File: config.mk
export PLATFORM = sky130hd
export DESIGN_NAME = pipe_stall_ctrl
export DESIGN_NICKNAME = d
export VERILOG_FILES = /design/src/rtl/cpu_ctrl_pkg.sv /design/src/rtl/stall_delay_line.sv /design/src/rtl/pipe_stall_ctrl.sv
export SDC_FILE = /design/constraint.sdc
export NUM_CORES = 1
export LEC_CHECK = 0
export CAP_MARGIN = 20
export CORE_MARGIN = 5
export CORE_UTILIZATION = 30
export DETAILED_ROUTE_END_ITERATION = 10
export RECOVER_POWER = 50
export SYNTH_ARGS = -nofsm -noshare
export SYNTH_HDL_FRONTEND = slang
export SYNTH_SLANG_ARGS = --single-unit
File: constraint.sdc
create_clock -name clk -period 7.3 [get_ports clk]
set_input_delay 0.73 -clock clk [delete_from_list [all_inputs] [get_ports clk]]
set_output_delay 0.73 -clock clk [all_outputs]
set_load 0.01 [all_outputs]
File: src/rtl/cpu_ctrl_pkg.sv
// cpu_ctrl_pkg: shared stall-sequencer state encoding and default counter widths.
package cpu_ctrl_pkg;

    localparam int WDT_W_DEF  = 8;
    localparam int PERF_W_DEF = 32;

    typedef enum logic [2:0] {
        ST_RUN     = 3'd0,
        ST_DC_WAIT = 3'd1,
        ST_DC_FIN  = 3'd2,
        ST_IC_WAIT = 3'd3,
        ST_HALT    = 3'd4
    } state_t;

    function automatic logic is_wait(input state_t s);
        return (s == ST_DC_WAIT) || (s == ST_IC_WAIT);
    endfunction

endpackage

File: src/rtl/stall_delay_line.sv
// stall_delay_line: delayed copies of stall and its rising-edge pulse.
module stall_delay_line (
    input  logic clk,
    input  logic rst_n,
    input  logic stall,
    output logic stall_dly,
    output logic stall_dly2,
    output logic stall_1shot
);

    always_ff @(posedge clk or negedge rst_n) begin
        if (!rst_n) begin
            stall_dly  <= 1'b0;
            stall_dly2 <= 1'b0;
        end else begin
            stall_dly  <= stall;
            stall_dly2 <= stall_dly;
        end
    end

    assign stall_1shot = stall & ~stall_dly;

endmodule

File: src/rtl/pipe_stall_ctrl.sv
// pipe_stall_ctrl: merges cache misses and halt requests into one pipeline freeze,
// with miss watchdog and stall-cycle counter.
module pipe_stall_ctrl
    import cpu_ctrl_pkg::*;
#(
    parameter int WDT_W  = WDT_W_DEF,
    parameter int PERF_W = PERF_W_DEF
) (
    input  logic              clk,
    input  logic              rst_n,
    input  logic              dc_miss_req,
    input  logic              dc_fill_done,
    input  logic              ic_miss_req,
    input  logic              ic_fill_done,
    input  logic              cpu_run,
    input  logic              soft_rst_req,
    output logic              stall,
    output logic              stall_1shot,
    output logic              stall_dly,
    output logic              stall_dly2,
    output logic              dc_stall_fin,
    output logic              rst_pipe,
    output logic              stall_timeout,
    output logic [PERF_W-1:0] stall_cycles
);

    localparam logic [WDT_W-1:0] WDT_MAX = '1;

    state_t           state, state_nxt;
    logic             ic_pend, ic_pend_nxt;
    logic [WDT_W-1:0] wdt;
    logic             in_wait, enter_wait;

    always_ff @(posedge clk or negedge rst_n) begin
        if (!rst_n) begin
            state   <= ST_RUN;
            ic_pend <= 1'b0;
        end else begin
            state   <= state_nxt;
            ic_pend <= ic_pend_nxt;
        end
    end

    always_comb begin
        state_nxt   = state;
        ic_pend_nxt = ic_pend;
        if (soft_rst_req) begin
            state_nxt   = ST_RUN;
            ic_pend_nxt = 1'b0;
        end else begin
            case (state)
                ST_RUN:     state_nxt = dc_miss_req ? ST_DC_WAIT : ic_miss_req ? ST_IC_WAIT :
                                        !cpu_run ? ST_HALT : ST_RUN;
                ST_DC_WAIT: begin
                    ic_pend_nxt = ic_pend | ic_miss_req;
                    state_nxt   = dc_fill_done ? ST_DC_FIN : ST_DC_WAIT;
                end
                ST_DC_FIN:  begin
                    ic_pend_nxt = 1'b0;
                    state_nxt   = ic_pend ? ST_IC_WAIT : !cpu_run ? ST_HALT : ST_RUN;
                end
                ST_IC_WAIT: state_nxt = !ic_fill_done ? ST_IC_WAIT : !cpu_run ? ST_HALT : ST_RUN;
                ST_HALT:    state_nxt = cpu_run ? ST_RUN : ST_HALT;
                default:    state_nxt = ST_RUN;
            endcase
        end
    end

    // stall is gated by rst_n so every output reads 0 while reset is held
    always_comb begin
        stall        = rst_n & ((state != ST_RUN) | dc_miss_req | ic_miss_req | ~cpu_run);
        dc_stall_fin = (state == ST_DC_FIN);
    end

    assign in_wait    = is_wait(state);
    assign enter_wait = is_wait(state_nxt) & ~in_wait;

    always_ff @(posedge clk or negedge rst_n) begin
        if (!rst_n) begin
            rst_pipe      <= 1'b0;
            wdt           <= '0;
            stall_timeout <= 1'b0;
            stall_cycles  <= '0;
        end else begin
            rst_pipe     <= soft_rst_req | ((state == ST_HALT) & cpu_run);
            stall_cycles <= stall_cycles + PERF_W'(stall);
            if (soft_rst_req) begin
                wdt           <= '0;
                stall_timeout <= 1'b0;
            end else begin
                if (enter_wait)
                    wdt <= '0;
                else if (in_wait && wdt != WDT_MAX)
                    wdt <= wdt + 1'b1;
                if (in_wait && wdt == WDT_MAX - 1'b1)
                    stall_timeout <= 1'b1;
            end
        end
    end

    stall_delay_line u_dly (
        .clk         (clk),
        .rst_n       (rst_n),
        .stall       (stall),
        .stall_dly   (stall_dly),
        .stall_dly2  (stall_dly2),
        .stall_1shot (stall_1shot)
    );

endmodule

==> flow_metrics.env, run 1 <==
export IMPL_status="complete, but fails checks"
export IMPL_violations="max-capacitance violations, max-slew violations"
export IMPL_finalSetupViolCount=0
export IMPL_grt_pass1_wl_um=8520
export IMPL_hold_path_class="reg2reg"
export IMPL_drc=0
export IMPL_ys_warn_count=0
export IMPL_rows=32
export IMPL_cts_path_max_buffers=2
export IMPL_slew_violations=50
export IMPL_stdcell_count=369
export IMPL_diodes=0
export IMPL_fmax_mhz=225
export IMPL_power_density_nw_per_um2=203
export IMPL_synth_top_cell_area_share_pct=50.7
export IMPL_synth_most_common_cell="dfrtp_1"
export IMPL_rr_endpoint="stall_cycles[22]"
export IMPL_nNetsFinal=278
export IMPL_tightest_slew_ps=2620
export IMPL_critPathRequiredTime_ps=6570
export IMPL_grt_usage_pct=10.5
export IMPL_fin_tns_setup_ps=0
export IMPL_r2r_cells=9
export IMPL_power_leakage_uw=0.00133
export IMPL_cts_sinks=48
export IMPL_dr_pass1_iters=4
export IMPL_grt_max_degree=50
export IMPL_core_area_um2=7690
export IMPL_cts_resized=0
export IMPL_die_y_um=98.8
export IMPL_io_pins=47
export IMPL_min_delay_start="u_dly.stall_dly"
export IMPL_vias=1753
export IMPL_synth_cell_types=46
export IMPL_htree_levels=2
export IMPL_syn_area_um2=2370
export IMPL_max_stage_delay_ps=1850
export IMPL_min_period_ps=4450
export IMPL_synthTopCellsByArea="dfrtp_1 (51%), xnor2_1 (7.0%), xor2_1 (5.2%), nand3_1 (3.0%), and3_1 (2.1%)"
export IMPL_cp_slowest_cell="clkbuf_1"
export IMPL_worst_ep_arrival_time_ps=3720
export IMPL_synthArstFlopShare_pct=100
export IMPL_critical_path_max_fanout=49
export IMPL_final_cell_area_um2=3000
export IMPL_crit_end="stall_1shot"
export IMPL_area_growth_pct=26.9
export IMPL_synth_edf_count=0
export IMPL_wl_per_cell_um=13.3
export IMPL_period_share_pct=61.0
export IMPL_antenna_found_initial=0
export IMPL_cts_made_buffers=5
export IMPL_routed_wl_um=4910
export IMPL_critical_path_class="in2out"
export IMPL_cp_top_family="buffers and inverters"
export IMPL_cp_end_kind="primary output"
export IMPL_syn_nets=230
export IMPL_die_x_um=98.8
export IMPL_relSlewSlack_pct=-74.9
export IMPL_crit_chain="buf_2, clkbuf_1, o21a_1, nor2b_1, clkdlybuf4s50_1"
export IMPL_cts_setup_buffers=0
export IMPL_r2r_start="state[0]"
export IMPL_rsz0062_at_grt="false"
export IMPL_fin_ws_ps=2850
export IMPL_maxCapViolCount=1
export IMPL_hold_viol_final=0
export IMPL_io_buffers=46
export IMPL_path_buf_inv=3
export IMPL_dpl_cell_area_um2=2920
export IMPL_cts_root_buf="clkbuf_8"
export IMPL_die_area_um2=9770
export IMPL_layout_drive_gt1_share_pct=6.74
export IMPL_ir_drop_mv=0.202
export IMPL_vias_per_cell=4.75
export IMPL_antenna_left=0
export IMPL_syn_inst=218
export IMPL_insertion_delay_ps=300
export IMPL_synthFlopType="dfrtp_1"
export IMPL_skew_ps=3.22
export IMPL_critPathLaunchType="input port"
export IMPL_grt_pass1_vias=1741
export IMPL_overflow=0
export IMPL_drt_iter0_markers=85
export IMPL_total_power_uw=611
export IMPL_ff2ff_setup_slack_ps=4560
export IMPL_synth_seq_area_share_pct=50.7
export IMPL_cts_tree="done"
export IMPL_cts_hold_buf=0
export IMPL_place_congestion=0.758
export IMPL_ys_top_cells_by_count="dfrtp_1 (48), xnor2_1 (19), nand3_1 (14), xor2_1 (14), nor2_1 (13)"
export IMPL_pre_cts_slack_ps=3850
export IMPL_clkTransAtPathRegs_ps=90
export IMPL_hpwlAfterDp_um=3400
export IMPL_ys_ff_latch=48
export IMPL_dp_cells=361
export IMPL_cp_depth=5
export IMPL_postSynthAreaPerCell_um2=10.9
export IMPL_startpoint="rst_n"
export IMPL_synth_area_leader_cell="dfrtp_1"
export IMPL_start_util_pct=30.8
==> cells in the final DEF (no fill, tap or decap), drive strengths merged, types with 4 or more instances in the layout <==
cell type / count
clkdlybuf4s50: 37
inv: 7
clkbuf: 7
nor3: 11
a21oi: 5
nand2: 11
and2: 4
and4: 5
nand3: 14
nand4: 10
nand2b: 5
dlygate4sd3: 8
xnor2: 19
ha: 4
o21ai: 6
dfrtp: 48
and3: 8
nor2: 13
xor2: 14
==> metal layers <==
metal	share of wire, %	wire length [um]	track usage (%)
met5	0	0	0
met2	45	2210	16.3
met1	50	2480	14.4
met3	3.2	159	2.90
met4	1.3	65	3.15
==> registers in the layout (all words and copies together), names as in the netlist <==
| name | count |
|---|---|
| state | 3 |
| rst_pipe | 1 |
| ic_pend | 1 |
| stall_cycles | 32 |
| stall_timeout | 1 |
| u_dly.stall_dly | 1 |
| wdt | 8 |
| u_dly.stall_dly2 | 1 |
==> stage by stage <==
step                util [%]  hold slack, ps
global placement        38.0             388
floorplan                  -             434
finish                  39.1             396
CTS                     39.3             407
detailed placement      38.0             384
global route            39.1             423
==> where the power goes <==
group          total [uW]  switching, uW  internal (uW)
clock network         172           93.9           77.7
logic                 119           55.6           63.3
registers             320           30.4            290
==> cells by family after synthesis <==
kind of cell | after synthesis | share of synthesized area, %
flip-flops | 48 | 50.7
AND/OR/NAND/NOR | 96 | 24.7
adder cells (fa/ha/maj) | 4 | 2.11
buffers and inverters | 12 | 2.38
XOR/XNOR | 33 | 12.2
multiplexers | 1 | 0.423
AO/OA/AOI/OAI | 24 | 7.40
==> final cells by class <==
cell class                      count  area (um^2)
Inverter                            6         22.5
Timing Repair Buffer               47          459
Tap cell                          102          128
Clock buffer                        6         82.6
Sequential cell                    48         1200
Clock inverter                      2         13.8
Multi-Input combinational cell    158         1100
Fill cell                         786         4680
==> worst min path at each step <==
stage / to / slack (ps) / cells past startpoint
2_1_floorplan: ic_pend / 430 / 0
3_3_place_gp: u_dly.stall_dly2 / 390 / 0
3_5_place_dp: u_dly.stall_dly2 / 380 / 0
4_1_cts: u_dly.stall_dly2 / 410 / 0
5_1_grt: u_dly.stall_dly2 / 420 / 0
6_report: u_dly.stall_dly2 / 400 / 0
Note: power is estimated with default switching activity, not from simulation.
==> inputs of run 2 (changes only) <==
==> constraint.sdc (replaced) <==
create_clock -name clk -period 3.75 [get_ports clk]
set_input_delay 0.375 -clock clk [delete_from_list [all_inputs] [get_ports clk]]
set_output_delay 0.375 -clock clk [all_outputs]
set_load 0.01 [all_outputs]
==> flow_metrics.env, run 2 (synthesis gave the netlist of run 1 again) <==
export IMPL_status="complete, but fails checks"
export IMPL_violations="max-capacitance violations, max-slew violations"
export IMPL_layout_common_cells="dfrtp_1 (48), clkdlybuf4s50_1 (34), xnor2_1 (19)"
export IMPL_cts_path_max_buffers=2
export IMPL_min_delay_start="u_dly.stall_dly"
export IMPL_fin_tns_setup_ps=0
export IMPL_io_buffers=46
export IMPL_cts_made_buffers=5
export IMPL_cts_root_buf="clkbuf_8"
export IMPL_dr_pass1_iters=4
export IMPL_routed_wl_um=4980
export IMPL_cts_hold_buf=0
export IMPL_power_density_nw_per_um2=395
export IMPL_dpl_cell_area_um2=2920
export IMPL_cts_tree="done"
export IMPL_relSlewSlack_pct=-70.1
export IMPL_wl_met1_um=2510
export IMPL_period_share_pct=73.3
export IMPL_die_y_um=98.8
export IMPL_critical_path_max_fanout=15
export IMPL_critPathRequiredTime_ps=3380
export IMPL_met3_length_um=200
export IMPL_nNetsFinal=278
export IMPL_antenna_left=0
export IMPL_final_cell_area_um2=3010
export IMPL_min_to="u_dly.stall_dly2"
export IMPL_critical_path_class="reg2out"
export IMPL_layout_drive_gt1_share_pct=6.74
export IMPL_hold_path_class="reg2reg"
export IMPL_vias=1772
export IMPL_rr_endpoint="stall_cycles[28]"
export IMPL_die_area_um2=9770
export IMPL_cp_end_kind="primary output"
export IMPL_io_pins=47
export IMPL_critPathLaunchType="flop"
export IMPL_die_x_um=98.8
export IMPL_insertion_delay_ps=300
export IMPL_cts_resized=0
export IMPL_final_common_cell="dfrtp_1"
export IMPL_drt_iter0_markers=83
export IMPL_grt_pass1_vias=1745
export IMPL_wl_per_cell_um=13.5
export IMPL_slew_violations=49
export IMPL_top_register="stall_cycles"
export IMPL_ir_drop_mv=0.253
export IMPL_r2r_cells=9
export IMPL_area_growth_pct=27.1
export IMPL_largest_register_ffs=32
export IMPL_hold_viol_final=0
export IMPL_power_leakage_uw=0.00134
export IMPL_antenna_found_initial=0
export IMPL_finalSetupViolCount=0
export IMPL_place_congestion=0.811
export IMPL_ff2ff_setup_slack_ps=1030
export IMPL_hold_depth=0
export IMPL_hpwlAfterDp_um=3510
export IMPL_skew_ps=4.73
export IMPL_min_period_ps=2750
export IMPL_core_area_um2=7690
export IMPL_clkTransAtPathRegs_ps=90
export IMPL_pre_cts_slack_ps=725
export IMPL_fmax_mhz=364
export IMPL_overflow=0
export IMPL_hold_slack_ps=411
export IMPL_met2_length_um=2250
export IMPL_r2r_start="state[0]"
export IMPL_top_layer="met4"
export IMPL_grt_max_degree=49
export IMPL_grt_pass1_wl_um=8610
export IMPL_top_regs="stall_cycles (32), wdt (8), state (3)"
export IMPL_vias_per_cell=4.80
export IMPL_maxCapViolCount=1
export IMPL_cts_setup_buffers=0
export IMPL_cts_sinks=48
export IMPL_fin_ws_ps=1000
export IMPL_diodes=0
export IMPL_start_util_pct=30.8
export IMPL_htree_levels=2
export IMPL_worst_ep_arrival_time_ps=2370
export IMPL_tightest_slew_ps=2550
export IMPL_fillers=789
export IMPL_rows=32
export IMPL_drc=0
export IMPL_rsz0062_at_grt="false"
export IMPL_grt_usage_pct=10.6
run 2: cell count changes in the layout (fill, tap and decap cells not counted):
cell / previous run / this run
clkdlybuf4s50_1: 37 / 34
buf_2: 1 / 0
dlygate4sd3_1: 8 / 11
clkbuf_1: 1 / 2
a211oi_2: 0 / 1
a211oi_1: 3 / 2
run 2: worst max-delay path, cell delays in order (launching register included):
cell             delay, ps
dfrtp_1                520
or3_1                  370
or3_1                  340
o21a_1                 230
nor2b_1                150
clkdlybuf4s50_1        470
run 2: power by group:
part | total [uW] | switching [uW] | internal (uW)
logic | 234 | 111 | 123
registers | 625 | 60.6 | 564
clock network | 328 | 177 | 151
run 2: layout make-up:
| type | count | area, um^2 | share of cell area (%) |
|---|---|---|---|
| Clock buffer | 6 | 82.6 | 2.75 |
| Clock inverter | 2 | 13.8 | 0.458 |
| Sequential cell | 48 | 1200 | 39.9 |
| Timing Repair Buffer | 47 | 458 | 15.2 |
| Tap cell | 102 | 128 | 4.24 |
| Inverter | 6 | 22.5 | 0.749 |
| Multi-Input combinational cell | 158 | 1100 | 36.6 |
run 2: worst max path at each step:
stage	startpoint	to	depth (start not counted)
finish	state[0]	stall_1shot	5
global route	rst_n	stall_cycles[2]	2
CTS	state[0]	stall_1shot	5
detailed placement	ic_miss_req	stall_cycles[28]	10
global placement	ic_miss_req	stall_cycles[30]	10
floorplan	dc_miss_req	stall_cycles[22]	10
run 2: through the flow:
stage,std cells,power (uW),utilization [%]
after detailed placement,361,878,38.0
after global routing,369,1260,39.1
after floorplan,218,746,-
after global placement,361,876,38.0
after CTS,369,1220,39.3
final,369,1190,39.1
run 2: layer usage:
metal / vias to the layer above / GRT usage (%)
li1: 869 / -
met5: - / 0
met4: 0 / 3.15
met3: 3 / 2.76
met2: 35 / 16.0
met1: 865 / 15.0
